--- config.mk ---
export PLATFORM = sky130hd
export DESIGN_NAME = avalon_uart_responder_flat
export DESIGN_NICKNAME = d
export VERILOG_FILES = /design/src/rtl/avalon_uart_responder_if.sv /design/src/rtl/avalon_uart_responder.sv /design/src/flat_wrapper.sv
export SDC_FILE = /design/constraint.sdc
export NUM_CORES = 1
export LEC_CHECK = 0
export ABC_AREA = 1
export CAP_MARGIN = 10
export CORE_UTILIZATION = 40
export DETAILED_ROUTE_END_ITERATION = 10
export GPL_TIMING_DRIVEN = 1
export RECOVER_POWER = 50
export SYNTH_ARGS = -nofsm -noshare
export SYNTH_HDL_FRONTEND = slang
export SYNTH_SLANG_ARGS = --single-unit
export TNS_END_PERCENT = 5
--- constraint.sdc ---
create_clock -name avm_clk -period 4.4 [get_ports avm_clk]
set_clock_uncertainty 0.15 [all_clocks]
set_input_delay 1.1 -clock avm_clk [delete_from_list [all_inputs] [get_ports avm_clk]]
set_output_delay 1.1 -clock avm_clk [all_outputs]
set_load 0.03 [all_outputs]
--- src/rtl/avalon_uart_responder_if.sv ---
// rtl/avalon_uart_responder_if.sv - Avalon-MM register access bundle for the UART responder
interface avalon_uart_responder_if;
  logic [4:0]  avs_address;
  logic        avs_read;
  logic [31:0] avs_readdata;
  logic        avs_write;
  logic [31:0] avs_writedata;
  logic        avs_waitrequest;

  modport master (
    output avs_address, avs_read, avs_write, avs_writedata,
    input  avs_readdata, avs_waitrequest
  );

  modport slave (
    input  avs_address, avs_read, avs_write, avs_writedata,
    output avs_readdata, avs_waitrequest
  );
endinterface

--- src/rtl/avalon_uart_responder.sv ---
// rtl/avalon_uart_responder.sv - Avalon-MM UART register front-end with RX/TX byte FIFOs
// Optional sticky error flags in STATUS[9:8]: define UART_RESPONDER_ERR_FLAGS_EN.
module avalon_uart_responder #(
  parameter int FIFO_DEPTH  = 4,
  parameter int WAIT_CYCLES = 1
) (
  input  logic                   avm_clk,
  input  logic                   avm_rst,
  avalon_uart_responder_if.slave bus,
  input  logic [7:0]             i_rx_data,
  input  logic                   i_rx_valid,
  output logic                   o_rx_ready,
  output logic [7:0]             o_tx_data,
  output logic                   o_tx_valid,
  input  logic                   i_tx_ready
);

  localparam int PW = $clog2(FIFO_DEPTH);
  localparam int CW = PW + 1;
  localparam logic [CW-1:0] FULL      = CW'(FIFO_DEPTH);
  localparam logic [2:0]    WAIT_LAST = 3'((WAIT_CYCLES > 0) ? WAIT_CYCLES - 1 : 0);
  localparam logic [4:0]    ADDR_RX     = 5'd0;
  localparam logic [4:0]    ADDR_TX     = 5'd4;
  localparam logic [4:0]    ADDR_STATUS = 5'd8;

  typedef enum logic [1:0] {IDLE, BUSY, ACK} state_t;

  state_t      state;
  logic [2:0]  wait_cnt;
  logic [4:0]  acc_addr;
  logic        acc_write;
  logic [7:0]  acc_wdata;
  logic        waitrequest_q;

  // Only the low byte of writedata carries a TX character.
  logic unused_wdata;
  assign unused_wdata = ^bus.avs_writedata[31:8];

  // Access sequencer: latch the request, hold waitrequest for WAIT_CYCLES, then one ACK cycle.
  always_ff @(posedge avm_clk or posedge avm_rst) begin
    if (avm_rst) begin
      state         <= IDLE;
      wait_cnt      <= '0;
      acc_addr      <= '0;
      acc_write     <= 1'b0;
      acc_wdata     <= '0;
      waitrequest_q <= 1'b1;
    end else begin
      case (state)
        IDLE: begin
          if (bus.avs_read || bus.avs_write) begin
            acc_addr  <= bus.avs_address;
            // A simultaneous read+write is serviced as a read.
            acc_write <= bus.avs_write && !bus.avs_read;
            acc_wdata <= bus.avs_writedata[7:0];
            wait_cnt  <= '0;
            if (WAIT_CYCLES > 0) begin
              state <= BUSY;
            end else begin
              state         <= ACK;
              waitrequest_q <= 1'b0;
            end
          end
        end
        BUSY: begin
          if (wait_cnt == WAIT_LAST) begin
            state         <= ACK;
            waitrequest_q <= 1'b0;
            wait_cnt      <= '0;
          end else begin
            wait_cnt <= wait_cnt + 3'd1;
          end
        end
        ACK: begin
          state         <= IDLE;
          waitrequest_q <= 1'b1;
        end
        default: begin
          state         <= IDLE;
          waitrequest_q <= 1'b1;
        end
      endcase
    end
  end

  logic ack;
  logic rd_rx;
  logic rd_status;
  logic wr_tx;
  assign ack       = (state == ACK);
  assign rd_rx     = ack && !acc_write && (acc_addr == ADDR_RX);
  assign rd_status = ack && !acc_write && (acc_addr == ADDR_STATUS);
  assign wr_tx     = ack &&  acc_write && (acc_addr == ADDR_TX);

  // ---------------- RX FIFO ----------------
  logic [7:0]    rx_mem [FIFO_DEPTH];
  logic [PW-1:0] rx_wr;
  logic [PW-1:0] rx_rd;
  logic [CW-1:0] rx_count;
  logic          rx_push;
  logic          rx_pop;

  assign o_rx_ready = (rx_count != FULL);
  assign rx_push    = i_rx_valid && o_rx_ready;
  assign rx_pop     = rd_rx && (rx_count != '0);

  // RX storage: written on every accepted stream byte.
  always_ff @(posedge avm_clk) begin
    if (rx_push) rx_mem[rx_wr] <= i_rx_data;
  end

  // RX pointers and occupancy; push and pop may coincide.
  always_ff @(posedge avm_clk or posedge avm_rst) begin
    if (avm_rst) begin
      rx_wr    <= '0;
      rx_rd    <= '0;
      rx_count <= '0;
    end else begin
      if (rx_push) rx_wr <= rx_wr + 1'b1;
      if (rx_pop)  rx_rd <= rx_rd + 1'b1;
      rx_count <= rx_count + CW'(rx_push) - CW'(rx_pop);
    end
  end

  // ---------------- TX FIFO ----------------
  logic [7:0]    tx_mem [FIFO_DEPTH];
  logic [PW-1:0] tx_wr;
  logic [PW-1:0] tx_rd;
  logic [CW-1:0] tx_count;
  logic          tx_push;
  logic          tx_pop;
  logic [PW-1:0] tx_rd_next;
  logic [CW-1:0] tx_count_next;
  logic [7:0]    tx_head_next;
  logic [7:0]    tx_head;

  // A full FIFO drops the byte even if a pop happens in the same cycle.
  assign tx_push       = wr_tx && (tx_count != FULL);
  assign tx_pop        = o_tx_valid && i_tx_ready;
  assign tx_rd_next    = tx_pop ? tx_rd + 1'b1 : tx_rd;
  assign tx_count_next = tx_count + CW'(tx_push) - CW'(tx_pop);
  assign o_tx_valid    = (tx_count != '0);
  assign o_tx_data     = tx_head;

  // Next head: the byte being pushed bypasses storage when it becomes the sole entry.
  always_comb begin
    tx_head_next = '0;
    if (tx_count_next != '0) begin
      if (tx_push && (tx_wr == tx_rd_next)) tx_head_next = acc_wdata;
      else                                  tx_head_next = tx_mem[tx_rd_next];
    end
  end

  // TX storage: written when a register write is committed.
  always_ff @(posedge avm_clk) begin
    if (tx_push) tx_mem[tx_wr] <= acc_wdata;
  end

  // TX pointers, occupancy and registered head byte.
  always_ff @(posedge avm_clk or posedge avm_rst) begin
    if (avm_rst) begin
      tx_wr    <= '0;
      tx_rd    <= '0;
      tx_count <= '0;
      tx_head  <= '0;
    end else begin
      if (tx_push) tx_wr <= tx_wr + 1'b1;
      tx_rd    <= tx_rd_next;
      tx_count <= tx_count_next;
      tx_head  <= tx_head_next;
    end
  end

  // ---------------- STATUS / error flags ----------------
  logic [31:0] status;

`ifdef UART_RESPONDER_ERR_FLAGS_EN
  logic tx_ovf;
  logic rx_unf;
  logic clr_flags;
  assign clr_flags = ack && acc_write && (acc_addr == ADDR_STATUS);

  // Sticky error flags; a same-cycle event beats the clear.
  always_ff @(posedge avm_clk or posedge avm_rst) begin
    if (avm_rst) begin
      tx_ovf <= 1'b0;
      rx_unf <= 1'b0;
    end else begin
      if (wr_tx && (tx_count == FULL)) tx_ovf <= 1'b1;
      else if (clr_flags)              tx_ovf <= 1'b0;
      if (rd_rx && (rx_count == '0))   rx_unf <= 1'b1;
      else if (clr_flags)              rx_unf <= 1'b0;
    end
  end

  // STATUS word, including the sticky flags.
  always_comb begin
    status    = '0;
    status[7] = (rx_count != '0);
    status[6] = (tx_count != FULL);
    status[8] = tx_ovf;
    status[9] = rx_unf;
  end
`else
  // STATUS word: FIFO levels only.
  always_comb begin
    status    = '0;
    status[7] = (rx_count != '0);
    status[6] = (tx_count != FULL);
  end
`endif

  // Read data is decoded from live FIFO state during the ACK cycle only.
  always_comb begin
    bus.avs_readdata = '0;
    if (rd_rx && (rx_count != '0)) bus.avs_readdata = {24'b0, rx_mem[rx_rd]};
    else if (rd_status)            bus.avs_readdata = status;
  end

  assign bus.avs_waitrequest = waitrequest_q;

endmodule
--- src/flat_wrapper.sv ---
// flat-port wrapper written by rule: the top's interface ports become plain ports
module avalon_uart_responder_flat 
#(
  parameter int FIFO_DEPTH  = 4,
  parameter int WAIT_CYCLES = 1
)
  (avm_clk, avm_rst, i_rx_data, i_rx_valid, o_rx_ready, o_tx_data, o_tx_valid, i_tx_ready, bus_avs_address, bus_avs_read, bus_avs_write, bus_avs_writedata, bus_avs_readdata, bus_avs_waitrequest);
  avalon_uart_responder_if bus_i ();
  input  logic avm_clk;
  input  logic avm_rst;
  input  logic [7:0] i_rx_data;
  input  logic i_rx_valid;
  output logic o_rx_ready;
  output logic [7:0] o_tx_data;
  output logic o_tx_valid;
  input  logic i_tx_ready;
  input wire logic [$bits(bus_i.avs_address)-1:0] bus_avs_address;
  input wire logic [$bits(bus_i.avs_read)-1:0] bus_avs_read;
  input wire logic [$bits(bus_i.avs_write)-1:0] bus_avs_write;
  input wire logic [$bits(bus_i.avs_writedata)-1:0] bus_avs_writedata;
  output wire logic [$bits(bus_i.avs_readdata)-1:0] bus_avs_readdata;
  output wire logic [$bits(bus_i.avs_waitrequest)-1:0] bus_avs_waitrequest;
  assign bus_i.avs_address = bus_avs_address;
  assign bus_i.avs_read = bus_avs_read;
  assign bus_i.avs_write = bus_avs_write;
  assign bus_i.avs_writedata = bus_avs_writedata;
  assign bus_avs_readdata = bus_i.avs_readdata;
  assign bus_avs_waitrequest = bus_i.avs_waitrequest;
  avalon_uart_responder #(.FIFO_DEPTH(FIFO_DEPTH), .WAIT_CYCLES(WAIT_CYCLES)) u_core (.avm_clk(avm_clk), .avm_rst(avm_rst), .bus(bus_i), .i_rx_data(i_rx_data), .i_rx_valid(i_rx_valid), .o_rx_ready(o_rx_ready), .o_tx_data(o_tx_data), .o_tx_valid(o_tx_valid), .i_tx_ready(i_tx_ready));
endmodule
==> results.sh <==
export IMPL_slowest_stage="clkdlybuf4s50_1"
export IMPL_hold_slack_ns=0.334
export IMPL_synth_fa_ha_area_frac=0.0427
export IMPL_period_needed_ns=3.91
export IMPL_ctsHoldBuffers=0
export IMPL_status="finished with violations"
export IMPL_cp_slowest_stage_delay_ns=0.71
export IMPL_die_w_um=114
export IMPL_die_height_um=114
export IMPL_power_density_nw_per_um2=638
export IMPL_finalNonFillerCells=709
export IMPL_drive_gt1_frac=0.0665
export IMPL_synthSimpleGateAreaFrac=0.199
export IMPL_critPathCaptureType="primary output"
export IMPL_antenna_cells=0
export IMPL_synth_compound_area_frac=0.0459
export IMPL_routed_wl_um=9840
export IMPL_worstPathArrival_ns=2.66
export IMPL_firstDrtPassIters=4
export IMPL_synth_xor_area_share=0.0139
export IMPL_path_cells="inv_1 -> nand2_1 -> a32o_1 -> o21ai_0 -> clkdlybuf4s50_1"
export IMPL_max_freq_mhz=256
export IMPL_rows=40
export IMPL_final_setup_viol_count=0
export IMPL_hold_violations=0
export IMPL_yosys_warnings=0
export IMPL_leakagePower_uw=0.00257
export IMPL_cts_resized=0
export IMPL_grt_max_degree=43
export IMPL_vias_per_cell=4.61
export IMPL_crit_required_ns=3.15
export IMPL_maxCapViolCount=1
export IMPL_synthDistinctLibCells=37
export IMPL_drtIter0Drc=192
export IMPL_vias=3272
export IMPL_synth_area_per_cell_um2=10.3
export IMPL_antenna_left=0
export IMPL_wl_per_cell_um=13.9
export IMPL_worst_slew_margin_rel=-0.127
export IMPL_grt_pass1_vias=3268
export IMPL_start_util=0.415
export IMPL_synth_seq_cells=106
export IMPL_htree_levels=3
export IMPL_core_um2=12200
export IMPL_syn_to_final_growth_pct=15.4
export IMPL_pre_cts_ws_ns=0.880
export IMPL_grt_pass1_wl_um=15700
export IMPL_critical_path_max_fanout=18
export IMPL_cts_made_buffers=9
export IMPL_rsz0062_at_grt="false"
export IMPL_tns_ns=0
export IMPL_root_buffer="clkbuf_16"
export IMPL_failed_checks="max-capacitance violations, max-slew violations"
export IMPL_vdd_drop_max_mv=0.239
export IMPL_path_clk_slew_ns=0.07
export IMPL_gp_congestion=0.764
export IMPL_worstMarginPinSlew_ns=1.69
export IMPL_antenna_found_initial=0
export IMPL_final_nets=603
export IMPL_drc=0
export IMPL_yosysSeqAreaShare=0.590
export IMPL_dp_hpwl_um=6700
export IMPL_slew_violations=43
export IMPL_fin_crit_sh=0.889
export IMPL_clk_latency_ns=0.36
export IMPL_cts_tree="done"
export IMPL_overflow=0
export IMPL_yosys_mux_area_fraction=0
export IMPL_clockBufferDepth=2
export IMPL_hp_class="reg -> reg"
export IMPL_synth_area_um2=5040
export IMPL_critPathKind="reg -> out"
export IMPL_grt_total_usage=0.163
export IMPL_io_pins=94
export IMPL_fin_util=0.479
export IMPL_syn_inst=491
export IMPL_clock_sink_count=106
export IMPL_io_buffers=45
export IMPL_synth_top_family_by_area="simple AND/OR/NAND/NOR gates"
export IMPL_fin_ws_ns=0.489
export IMPL_dpl_cell_count=693
export IMPL_postCtsSetupBuffers=0
export IMPL_dieArea_um2=13100
export IMPL_cp_start_kind="register"
flip-flops by register name, summed over array words and instances, names as in the netlist:
signal,flops
u_core.bus.avs_waitrequest,1
u_core.rx_count,3
u_core.tx_mem,32
u_core.acc_wdata,8
u_core.tx_wr,2
u_core.rx_rd,2
u_core.o_tx_data,8
u_core.rx_mem,32
u_core.state,2
u_core.wait_cnt,3
u_core.rx_wr,2
u_core.tx_rd,2
u_core.tx_count,3
u_core.acc_addr,5
u_core.acc_write,1
where the power goes:
group / switching [uW] / internal (uW)
Sequential: 182 / 1350
Clock: 348 / 455
Combinational: 919 / 457
Total: 1450 / 2260
layer usage:
layer	global-route usage	vias to the layer above	wire, um
li1	-	1623	-
met1	0.182	1555	4130
met2	0.289	68	5110
met3	0.0302	26	270
met4	0.0996	0	334
met5	0	-	0
layout by cell type (no fill, tap or decap), types with 2 or more instances in the layout:
| cell | n |
|---|---|
| edfxtp_1 | 64 |
| nor2_1 | 64 |
| o22ai_1 | 2 |
| xor2_1 | 5 |
| nand2_1 | 66 |
| nand2_4 | 5 |
| clkdlybuf4s50_1 | 34 |
| clkinv_1 | 2 |
| nand3_1 | 33 |
| nor3_1 | 3 |
| o21ai_0 | 31 |
| dlygate4sd3_1 | 11 |
| inv_2 | 2 |
| a21oi_1 | 9 |
| nand3_2 | 3 |
| nand2_2 | 6 |
| dfrtp_1 | 41 |
| conb_1 | 24 |
| nand3b_1 | 8 |
| fa_1 | 2 |
| nand4_1 | 8 |
| inv_1 | 77 |
| clkbuf_16 | 9 |
| ha_1 | 14 |
| xnor2_1 | 3 |
worst max-delay path: cells and delay by family (launching register included):
kind | cells | cell delay, ns
AND/OR/NAND/NOR | 1 | 0.10
flip-flops | 1 | 0.59
buffers and inverters | 2 | 1.18
AO/OA/AOI/OAI | 2 | 0.43
synth_stat cells, drive strengths merged:
| cell type | instances | share of area |
|---|---|---|
| inv | 79 | 0.059 |
| nand2 | 78 | 0.072 |
| nor2 | 66 | 0.058 |
| edfxtp | 64 | 0.38 |
| dfrtp | 41 | 0.20 |
| nand3 | 37 | 0.042 |
| buf | 31 | 0.046 |
| o21ai | 31 | 0.031 |
| ha | 14 | 0.035 |
| a21oi | 9 | 0.0089 |
| nand3b | 8 | 0.012 |
| nand4 | 8 | 0.0099 |
| xor2 | 5 | 0.0087 |
| clkbuf | 3 | 0.0022 |
| nor3 | 3 | 0.0030 |
| xnor2 | 3 | 0.0052 |
| fa | 2 | 0.0079 |
| o22ai | 2 | 0.0025 |
| a22o | 1 | 0.0017 |
| a32o | 1 | 0.0020 |
| and2 | 1 | 0.0017 |
| clkinv | 1 | 0.00074 |
| conb | 1 | 0.00074 |
| dfstp | 1 | 0.0052 |
| nor3b | 1 | 0.0015 |
final timing paths:
path / start / to / slack (ns) / cells past startpoint
min in group asynchronous: avm_rst / u_core.rx_count[2] / 1.57 / 2
setup reg to reg: u_core.acc_addr[3] / u_core.o_tx_data[4] / 1.39 / 11
max in group asynchronous: avm_rst / u_core.o_tx_data[4] / 1.54 / 2
setup / recovery: u_core.rx_rd[0] / bus_avs_readdata[7] / 0.49 / 5
hold reg to reg: u_core.acc_addr[0] / u_core.acc_addr[0] / 0.33 / 2
hold / removal: u_core.acc_addr[0] / u_core.acc_addr[0] / 0.33 / 2
logic make-up after synthesis:
kind of cell / count (synthesis)
flip-flops: 106
adder cells (fa/ha/maj): 16
AO/OA/AOI/OAI: 44
XOR/XNOR: 8
AND/OR/NAND/NOR: 202
buffers and inverters: 114
other: 1
stage by stage:
step | power, uW | area [um2]
5_1_grt | 3960 | 5820
6_report | 3710 | 5820
3_5_place_dp | 2960 | 5550
3_3_place_gp | 2910 | 5550
2_1_floorplan | 2570 | 5130
4_1_cts | 3760 | 5850
cell type report:
class / count / area, um2
Fill cell: 1132 / 6340
Sequential cell: 106 / 2970
Clock buffer: 11 / 243
Inverter: 80 / 300
Tap cell: 168 / 210
Clock inverter: 5 / 55.1
Multi-Input combinational cell: 294 / 1590
Timing Repair Buffer: 45 / 450
(Power assumes the default switching activity.)
